File: src/rtl/imm_decode_stage.sv
// RV32I immediate-decode pipeline stage: decodes the immediate and format of an
// instruction, then holds it in a two-entry (output register + skid) elastic buffer.
module imm_decode_stage #(
    parameter int XLEN = 32
) (
    input  logic            clk,
    input  logic            rst_n,
    input  logic            flush,
    input  logic            in_valid,
    output logic            in_ready,
    input  logic [31:0]     in_instr,
    output logic            out_valid,
    input  logic            out_ready,
    output logic [31:0]     out_instr,
    output logic [XLEN-1:0] out_imm,
    output logic [2:0]      out_fmt,
    output logic            out_illegal
);

    localparam logic [6:0] OP_IMM    = 7'b0010011;
    localparam logic [6:0] OP_LOAD   = 7'b0000011;
    localparam logic [6:0] OP_JALR   = 7'b1100111;
    localparam logic [6:0] OP_SYSTEM = 7'b1110011;
    localparam logic [6:0] OP_STORE  = 7'b0100011;
    localparam logic [6:0] OP_BRANCH = 7'b1100011;
    localparam logic [6:0] OP_LUI    = 7'b0110111;
    localparam logic [6:0] OP_AUIPC  = 7'b0010111;
    localparam logic [6:0] OP_JAL    = 7'b1101111;

    localparam logic [2:0] FMT_I    = 3'd0;
    localparam logic [2:0] FMT_S    = 3'd1;
    localparam logic [2:0] FMT_B    = 3'd2;
    localparam logic [2:0] FMT_U    = 3'd3;
    localparam logic [2:0] FMT_J    = 3'd4;
    localparam logic [2:0] FMT_NONE = 3'd7;

    typedef struct packed {
        logic [31:0]     instr;
        logic [XLEN-1:0] imm;
        logic [2:0]      fmt;
        logic            illegal;
    } entry_t;

    localparam entry_t ENTRY_RST = '{
        instr:   32'h0000_0000,
        imm:     {XLEN{1'b0}},
        fmt:     3'd0,
        illegal: 1'b0
    };

    // Builds a complete entry from a raw instruction; bit 31 is always the sign source.
    function automatic entry_t decode_entry(input logic [31:0] instr);
        entry_t e;
        e.instr   = instr;
        e.imm     = {XLEN{1'b0}};
        e.fmt     = FMT_NONE;
        e.illegal = 1'b0;
        case (instr[6:0])
            OP_IMM, OP_LOAD, OP_JALR, OP_SYSTEM: begin
                e.imm = {{20{instr[31]}}, instr[31:20]};
                e.fmt = FMT_I;
            end
            OP_STORE: begin
                e.imm = {{20{instr[31]}}, instr[31:25], instr[11:7]};
                e.fmt = FMT_S;
            end
            OP_BRANCH: begin
                e.imm = {{19{instr[31]}}, instr[31], instr[7], instr[30:25],
                         instr[11:8], 1'b0};
                e.fmt = FMT_B;
            end
            OP_LUI, OP_AUIPC: begin
                e.imm = {instr[31:12], 12'h000};
                e.fmt = FMT_U;
            end
            OP_JAL: begin
                e.imm = {{11{instr[31]}}, instr[31], instr[19:12], instr[20],
                         instr[30:21], 1'b0};
                e.fmt = FMT_J;
            end
            default: begin
                e.imm     = {XLEN{1'b0}};
                e.fmt     = FMT_NONE;
                e.illegal = 1'b1;
            end
        endcase
        return e;
    endfunction

    entry_t out_q, out_d;
    entry_t skid_q, skid_d;
    logic   out_valid_q, out_valid_d;
    logic   skid_valid_q, skid_valid_d;

    entry_t new_entry_s;
    logic   accept_s;
    logic   out_load_s;

    assign new_entry_s = decode_entry(in_instr);
    assign in_ready    = ~skid_valid_q & ~flush;
    assign accept_s    = in_valid & in_ready;
    // Output register may be overwritten when empty or being consumed this cycle.
    assign out_load_s  = ~out_valid_q | out_ready;

    // Next-state for the output register and skid entry; flush overrides everything.
    always_comb begin
        out_d        = out_q;
        out_valid_d  = out_valid_q;
        skid_d       = skid_q;
        skid_valid_d = skid_valid_q;
        if (flush) begin
            out_d        = ENTRY_RST;
            out_valid_d  = 1'b0;
            skid_d       = ENTRY_RST;
            skid_valid_d = 1'b0;
        end else if (out_load_s) begin
            if (skid_valid_q) begin
                out_d        = skid_q;
                out_valid_d  = 1'b1;
                skid_valid_d = 1'b0;
            end else if (accept_s) begin
                out_d        = new_entry_s;
                out_valid_d  = 1'b1;
            end else begin
                out_valid_d  = 1'b0;
            end
        end else begin
            if (accept_s) begin
                skid_d       = new_entry_s;
                skid_valid_d = 1'b1;
            end else begin
                skid_valid_d = skid_valid_q;
            end
        end
    end

    // State registers with asynchronous clear of both entries.
    always_ff @(posedge clk or negedge rst_n) begin
        if (!rst_n) begin
            out_q        <= ENTRY_RST;
            out_valid_q  <= 1'b0;
            skid_q       <= ENTRY_RST;
            skid_valid_q <= 1'b0;
        end else begin
            out_q        <= out_d;
            out_valid_q  <= out_valid_d;
            skid_q       <= skid_d;
            skid_valid_q <= skid_valid_d;
        end
    end

    assign out_valid   = out_valid_q;
    assign out_instr   = out_q.instr;
    assign out_imm     = out_q.imm;
    assign out_fmt     = out_q.fmt;
    assign out_illegal = out_q.illegal;

endmodule

File: config.mk
export PLATFORM = sky130hd
export DESIGN_NAME = imm_decode_stage
export DESIGN_NICKNAME = d
export VERILOG_FILES = /design/src/rtl/imm_decode_stage.sv
export SDC_FILE = /design/constraint.sdc
export NUM_CORES = 1
export LEC_CHECK = 0
export CAP_MARGIN = 20
export CORE_MARGIN = 3
export CORE_UTILIZATION = 48
export DETAILED_ROUTE_END_ITERATION = 10
export PLACE_DENSITY = 0.77
export SYNTH_ARGS = -nofsm -noshare
export SYNTH_HDL_FRONTEND = slang
export SYNTH_SLANG_ARGS = --single-unit
export TNS_END_PERCENT = 20
File: constraint.sdc
create_clock -name clk -period 2 [get_ports clk]
set_clock_uncertainty 0.15 [all_clocks]
set_input_delay 0.4 -clock clk [delete_from_list [all_inputs] [get_ports clk]]
set_output_delay 0.4 -clock clk [all_outputs]
set_load 0.02 [all_outputs]
==> results of run 1 <==
-- layer usage --
metal / track usage (%) / vias up / wire (um)
met5: 0 / - / 0
met4: 10.1 / 0 / 457
met3: 6.36 / 44 / 1260
met2: 40.0 / 241 / 8340
met1: 33.6 / 2683 / 7480
li1: - / 2391 / -
-- cell usage after synthesis (2+ instances only) --
library cell | number | area share (%)
a21o_1 | 16 | 2.0
a21oi_1 | 38 | 3.1
a221o_1 | 14 | 2.3
a221oi_1 | 4 | 0.58
a22o_1 | 41 | 5.9
a22oi_1 | 9 | 1.1
a32o_1 | 2 | 0.33
a32oi_1 | 12 | 1.7
and2_1 | 3 | 0.31
and3_1 | 7 | 0.72
buf_1 | 8 | 0.49
buf_2 | 9 | 0.74
buf_6 | 2 | 0.37
clkbuf_1 | 32 | 2.0
dfrtp_1 | 138 | 57
mux2i_1 | 33 | 5.4
nand2_1 | 60 | 3.7
nand2b_1 | 2 | 0.21
nand3_1 | 3 | 0.25
nand3b_1 | 2 | 0.25
nor2_1 | 12 | 0.74
nor2b_1 | 2 | 0.21
nor3_1 | 4 | 0.33
o211ai_1 | 2 | 0.25
o21ai_0 | 90 | 7.4
o22ai_1 | 3 | 0.31
or3_1 | 2 | 0.21
-- flip-flops by register name, indices dropped and copies added, names as in the netlist --
| name | cells |
|---|---|
| out_fmt | 3 |
| out_instr | 32 |
| out_imm | 32 |
| skid_q | 68 |
| out_valid | 1 |
| out_illegal | 1 |
| skid_valid_q | 1 |
-- worst max-delay path by stage --
| stage | startpoint | end | slack, ns | cells past startpoint |
|---|---|---|---|---|
| 6_report | out_illegal$_DFFE_PN0P_ | out_illegal | 0.02 | 1 |
| 5_1_grt | out_instr[23]$_DFFE_PN0P_ | out_instr[23] | 0.00007 | 1 |
| 4_1_cts | out_imm[24]$_DFFE_PN0P_ | out_imm[24] | 0.00009 | 1 |
| 3_5_place_dp | in_instr[2] | out_imm[22]$_DFFE_PN0P_ | -0.53 | 7 |
| 3_3_place_gp | in_instr[2] | skid_q[3]$_DFFE_PN0P_ | -0.44 | 7 |
| 2_1_floorplan | in_instr[1] | skid_q[16]$_DFFE_PN0P_ | -0.16 | 9 |
-- report_power, final --
part | internal (mW) | switching [mW] | total [mW] | leakage, nW
Combinational | 0.349 | 0.463 | 0.812 | 1.74
Sequential | 2.88 | 0.0520 | 2.93 | 1.89
Clock | 2.30 | 1.19 | 3.49 | 0.322
Total | 5.53 | 1.71 | 7.23 | 3.95
-- cell families (layout without fill, tap and decap cells) --
| logic type | after synthesis | count (layout) | synth area share [%] |
|---|---|---|---|
| AOI/OAI and AO/OA | 236 | 236 | 25.7 |
| and+or+nand+nor | 106 | 106 | 8.05 |
| DFF | 138 | 138 | 56.8 |
| muxes | 33 | 33 | 5.44 |
| buffers and inverters | 54 | 208 | 3.85 |
| xor gates and xnor gates | 1 | 1 | 0.144 |
-- through the flow --
| stage | instances | hold WS (ns) |
|---|---|---|
| final | 890 | 0.155 |
| after floorplan | 568 | -0.0456 |
| after CTS | 890 | 0.301 |
| after detailed placement | 857 | 0.178 |
| after global routing | 890 | 0.185 |
| after global placement | 857 | 0.170 |
-- timing repair --
action                                  CTS  global route
hold buffers                              1             0
resized for setup                         9            21
cloned                                    0             0
endpoints found under the hold margin    34             0
pin swaps                                 0             1
buffers inserted                          0             0
endpoints found under the setup margin   62            64
-- layout make-up --
cell class              instances  area [um2]
repair buffers                175        1700
multi-input cells             376        2450
fillers                       946        3730
flip-flops and latches        138        3450
clock buffers                  20         467
clock inverters                12         194
inverters                       1        3.75
well taps                     168         210
==> out/results.ini, run 1 <==
[routing]
first_iter_violations=472
ant_nets=0
dr.pass1.iters=5
route.vias.total=5359
drt_wl_total_um=17500
drc=0
wl_per_cell_um=19.7
vias_per_cell=6.02

[floorplanning]
rows=40
die_w_um=119
start_util_pct=49.8
core_area_um2=12200
ios=107
dieHeight_um=119
die_area_um2=14000

[global_routing]
antenna_found_initial=0
grt_pass1_vias=5535
grt_pass1_wl_um=28200
grt_start_max_net_pins=47
grt.overflow.total=0
grtUsageTotal_pct=25.3

[timing]
rsz0062_at_grt=false
slew_headroom_pct=56.8
worst_pin_slew_ns=0.645
setup_viol=0
period_needed_ns=1.98
fin_setup_tns_ns=0
hold_viol=0
max_freq_ghz=0.506
fin_ws_ns=0.0234
slew_violations=0
period_share_pct=98.8

[critical_path]
slowest_stage=clkdlybuf4s50_1
criticalPathCategory=reg -> out
critPathTopFamily=buffers and inverters
worstPathCellList=clkdlybuf4s50_1
reg2reg_depth=6
reg2reg_to=out_imm[11]$_DFFE_PN0P_
r2r-start=skid_valid_q$_DFFE_PN0P_
crit_fanout=2
crit_arrival_ns=1.43
start_kind=flip-flop
ff2ff_setup_slack_ns=0.12
cp.buffers_inverters=1
end_kind=output pin
max_stage_delay_ns=0.62
cp.required_ns=1.45

[layout]
nets=746
syn_to_final_growth_pct=39.6
diodes=0
final_cell_mix=dfrtp_1 (137), o21ai_0 (89), clkdlybuf4s50_1 (87)
final_common_cell=dfrtp_1
utilization_pct=69.5
design_area_um2=8480
layout-drive-gt1-share_pct=16.2

[pwr]
peakVddDrop_uv=451
p_per_area_nw_per_um2=853
power_mw=7.23
p_leak_nw=3.95

[synthesis]
syn_area_um2=6080
synth_edf_count=0
postSynthAreaPerCell_um2=10.7
synth.net_count=605
synthCells=568
async_flop_share_pct=100
synth_ff_type=dfrtp_1
yosysSeqAreaShare_pct=56.8
ys_types=45
synth_seq_cells=138
yosysWarnings=0

[placement]
place_congestion=0.874
dpl.hpwl_um=11600
dp_slack_ns=-0.530
dpl_cell_area_um2=7760
portBuffers=106

[hold_path]
hp-class=in -> reg
whs_path_depth=2
min_from=in_instr[3]
min_to=skid_q[39]$_DFFE_PN0P_

[status]
outcome=finished, final reports clean

[clock_tree]
clock-sinks=138
cts_buffers=17
cts-root-buf=clkbuf_16
cts_tree=built
clock_path_buffers=2
worstSkewPairLatency_ns=0.42
path_clk_slew_ns=0.06
htreeDepth=4

[job]
cap_violations=0

Note: power is estimated with default switching activity, not from simulation.
==> run 2: changes to the inputs <==
- ABC_CLOCK_PERIOD_IN_PS: unset -> 2000
- CORE_UTILIZATION: 48 -> 35
- PLACE_DENSITY: 0.77 -> unset
==> run 2 against run 1 <==
Cell count grew 5.5%. Critical path depth is the same. Hold slack better by 0.16 ns. Final area is 0.28% lower. Largest power group unchanged. Sequential share of layout area rose by 0.11 points. Utilization decreased by 19 points. Maximum frequency grew 1.1%. Non-clock buffer count stayed put. Register-to-register slack improved by 0.02 ns. Global-route usage is 6.5 points lower. Sequential power about the same.
==> out/results.ini, run 2 (same netlist as run 1, synthesis figures left out) <==
[pwr]
p_per_area_nw_per_um2=793
peakVddDrop_uv=620
power_mw=6.71
p_leak_nw=3.94

[global_routing]
antenna_found_initial=0
grt_start_max_net_pins=55
grtUsageTotal_pct=18.8
grt.overflow.total=0
grt_pass1_vias=5115
grt_pass1_wl_um=27500

[clock_tree]
clock-sinks=138
cts-root-buf=clkbuf_16
path_clk_slew_ns=0.05
clock_path_buffers=2
htreeDepth=4
worstSkewPairLatency_ns=0.42
cts_tree=built
cts_buffers=17

[timing]
worst_pin_slew_ns=0.822
slew_violations=0
period_share_pct=97.8
fin_hold_ws_ns=0.319
fin_ws_ns=0.0447
max_freq_ghz=0.511
setup_viol=0
fin_setup_tns_ns=0
slew_headroom_pct=45.2
period_needed_ns=1.96
hold_viol=0

[layout]
nets=746
largest_reg_flops=68
utilization_pct=50.5
design_area_um2=8460
final_cell_mix=dfrtp_1 (137), o21ai_0 (88), clkdlybuf4s50_1 (85)
final_common_cell=dfrtp_1
top_register=skid_q
layout.cells.non_filler=939
layout-drive-gt1-share_pct=16.1
diodes=0
syn_to_final_growth_pct=39.2

[critical_path]
critPathTopFamily=buffers and inverters
crit_fanout=2
criticalPathCategory=reg -> out
crit_arrival_ns=1.41
cp.required_ns=1.45
start_kind=flip-flop
max_stage_delay_ns=0.62
worstPathCellList=clkdlybuf4s50_1
end_kind=output pin
slowest_stage=clkdlybuf4s50_1
cp.buffers_inverters=1

[floorplanning]
rows=47
die_w_um=138
die_area_um2=19000
ios=107
dieHeight_um=138
start_util_pct=36.3
core_area_um2=16800

[routing]
vias_per_cell=5.55
drc=0
first_iter_violations=479
wl_per_cell_um=18.5
ant_nets=0
route.vias.total=5209
dr.pass1.iters=5
drt_wl_total_um=17300

[job]
cap_violations=0

[placement]
dpl_cell_area_um2=7800
place_congestion=0.809
portBuffers=106
dp_slack_ns=-0.553
dpl.hpwl_um=12000
dp_cells=904

[status]
outcome=finished, final reports clean

[hold_path]
hp-class=in -> async

-- run 2: cell types whose count changed in the layout (fill, tap and decap cells not counted), moves of 2 or more --
cell	previous run	this run
clkdlybuf4s50_1	87	85
dlygate4sd2_1	6	9
nor2_1	10	8
clkbuf_8	3	1
clkbuf_1	0	2
nor2_2	1	3
bufinv_16	5	2
-- run 2: cell type report --
cell class | instances | area (um2)
fillers | 1491 | 8300
flip-flops and latches | 138 | 3450
multi-input cells | 376 | 2460
repair buffers | 175 | 1710
clock buffers | 20 | 447
well taps | 220 | 275
clock inverters | 9 | 101
inverters | 1 | 3.75
-- run 2: metal layers --
metal  GRT usage, %  share of wire (%)  up-vias
met4           6.70                1.6        0
li1               -                  -     2392
met1           26.8                 46     2577
met2           27.8                 46      213
met5              0                  0        -
met3           4.89                6.5       27
-- run 2: worst paths after layout --
check	startpoint	cells past startpoint	end	slack [ns]
worst max-delay path	out_imm[9]$_DFFE_PN0P_	1	out_imm[9]	0.04
worst min-delay path	rst_n	2	out_instr[14]$_DFFE_PN0P_	0.32
worst max register to register	out_valid$_DFFE_PN0N_	7	out_imm[7]$_DFFE_PN0P_	0.14
worst min register to register	out_instr[7]$_DFFE_PN0P_	2	out_instr[7]$_DFFE_PN0P_	0.33
max in group asynchronous	rst_n	3	out_instr[27]$_DFFE_PN0P_	0.78
min in group clk	out_instr[7]$_DFFE_PN0P_	2	out_instr[7]$_DFFE_PN0P_	0.33
-- run 2: power breakdown --
part | switching, mW | leakage (nW) | internal [mW]
Sequential | 0.0497 | 1.89 | 2.88
Combinational | 0.456 | 1.78 | 0.357
Clock | 1.13 | 0.271 | 1.83
-- run 2: what timing repair did --
item,in CTS,in global routing
hold endpoints to repair,35,0
resized for setup,10,25
hold buffers,1,0
pin swaps,1,2
endpoints found under the setup margin,52,68
buffers inserted,0,5
gates cloned,0,0
==> run 3: changes to the inputs <==
- ABC_CLOCK_PERIOD_IN_PS: 2000 -> 1800
- SKIP_LAST_GASP: unset -> 1
- clock period: 2 -> 1.8 ns (I/O delays scaled with it)
==> run 3 against run 2 <==
The flow now finishes with violations (setup timing). Critical endpoint is now out_instr[1]. Sequential share of layout area decreased by 1.8 points. Die area is the same. Via count increased by 1.5%. Final area increased by 4.7%. Setup slack worse by 0.15 ns. Global-route usage increased by 0.71 points. Register-to-register slack worse by 0.18 ns.
==> out/results.ini, run 3 (same netlist as run 1, synthesis figures left out) <==
[status]
outcome=finished with violations
violations=setup timing

[critical_path]
worstPathCellList=clkdlybuf4s50_1
slowest_stage=clkdlybuf4s50_1
crit_fanout=2
crit_arrival_ns=1.39
cp.buffers_inverters=1
cp.required_ns=1.29
start_kind=flip-flop
critPathTopFamily=buffers and inverters
max_stage_delay_ns=0.61
criticalPathCategory=reg -> out
end_kind=output pin

[clock_tree]
cts-root-buf=clkbuf_16
cts_tree=built
cts_buffers=17
htreeDepth=4
path_clk_slew_ns=0.06
clock_path_buffers=2
clock-sinks=138
worstSkewPairLatency_ns=0.42

[timing]
period_share_pct=106
max_freq_ghz=0.525
slew_headroom_pct=57.0
worst_pin_slew_ns=0.642
hold_viol=0
slew_violations=0
setup_viol=53
fin_ws_ns=-0.105
rsz0062_at_grt=true
period_needed_ns=1.90
fin_hold_ws_ns=0.275

[hold_path]
hp-class=in -> async

[layout]
final_common_cell=dfrtp_1
diodes=0
utilization_pct=52.8
nets=768
syn_to_final_growth_pct=45.7
final_cell_mix=dfrtp_1 (136), o21ai_0 (87), buf_4 (76)
top_register=skid_q
design_area_um2=8850
layout-drive-gt1-share_pct=20.2
largest_reg_flops=68

[pwr]
p_clk_share_pct=45.8
netSwitchingPower_mw=1.88
p_leak_nw=4.43
p_per_area_nw_per_um2=874
power.internal_mw=5.86
swShare_pct=24.3
pwr-share-comb_pct=12.2
peakVddDrop_uv=782
p_seq_share_pct=42.0
power_mw=7.74

[placement]
place_congestion=0.822
portBuffers=106
dpl.hpwl_um=12100
dpl_cell_area_um2=7850
dp_slack_ns=-0.689

[routing]
drt_wl_total_um=17700
wl_per_cell_um=18.4
dr.pass1.iters=5
first_iter_violations=409
ant_nets=0
drc=0
route.vias.total=5287
vias_per_cell=5.48

[floorplanning]
rows=47
ios=107
core_area_um2=16800
die_w_um=138
dieHeight_um=138
start_util_pct=36.3
die_area_um2=19000

[global_routing]
antenna_found_initial=1
grt_pass1_vias=5417
grtUsageTotal_pct=19.5
grt.overflow.total=0
grt_pass1_wl_um=28800
grt_start_max_net_pins=49

[job]
cap_violations=0

==> run 3: cell types whose count changed in the layout (fill, tap and decap cells not counted), moves of 3 or more <==
cell,before,now
clkdlybuf4s50_1,85,65
nor2_4,1,4
buf_6,1,5
dlymetal6s2s_1,11,30
buf_4,59,76
==> run 3: cell type report <==
class                   count  area, um2
clock buffers              20        457
clock inverters            12        148
fillers                  1464       7910
inverters                   1       3.75
multi-input cells         376       2550
flip-flops and latches    138       3460
well taps                 220        275
repair buffers            197       1970
==> run 3: worst paths after layout <==
check / startpoint / endpoint / slack [ns] / cells after the start
hold reg to reg: out_instr[14]$_DFFE_PN0P_ / out_instr[14]$_DFFE_PN0P_ / 0.33 / 2
hold / removal: rst_n / out_imm[13]$_DFFE_PN0P_ / 0.27 / 2
max in group asynchronous: rst_n / out_imm[26]$_DFFE_PN0P_ / 0.63 / 3
min in group clk: in_instr[0] / skid_q[36]$_DFFE_PN0P_ / 0.30 / 2
setup / recovery: out_instr[1]$_DFFE_PN0P_ / out_instr[1] / -0.10 / 1
setup reg to reg: skid_valid_q$_DFFE_PN0P_ / out_instr[2]$_DFFE_PN0P_ / -0.04 / 5
==> run 3: per-stage QoR <==
stage | setup TNS, ns | cells
floorplan | -10.46 | 568
global placement | -57.71 | 914
detailed placement | -61.66 | 914
CTS | -8.27 | 964
global route | -10.07 | 964
finish | -3.22 | 964
==> run 3: timing repair <==
item                                   4_1_cts  5_1_grt
resized for setup                           46       33
hold buffers                                 1        0
setup endpoints to repair                  138      158
endpoints found under the hold margin       36        0
cloned                                       3        0
pin swaps                                    9        0
setup buffers                               14        0
==> run 3: layer usage <==
layer	part of all wire (%)	wire, um	track usage [%]	up-vias
li1	-	-	-	2442
met1	47	8260	28.2	2619
met2	45	8000	29.2	201
met3	6.8	1200	4.31	23
met4	1.4	255	6.37	2
met5	0.11	20	0	-
==> run 3: power by group through the flow <==
stage               logic (mW)  registers (mW)  clock network (mW)
floorplan                0.278            3.38                   0
global placement         0.881            3.30                   0
detailed placement       0.893            3.31                   0
CTS                      0.951            3.25                3.62
global route              1.02            3.26                3.77
finish                   0.941            3.25                3.54
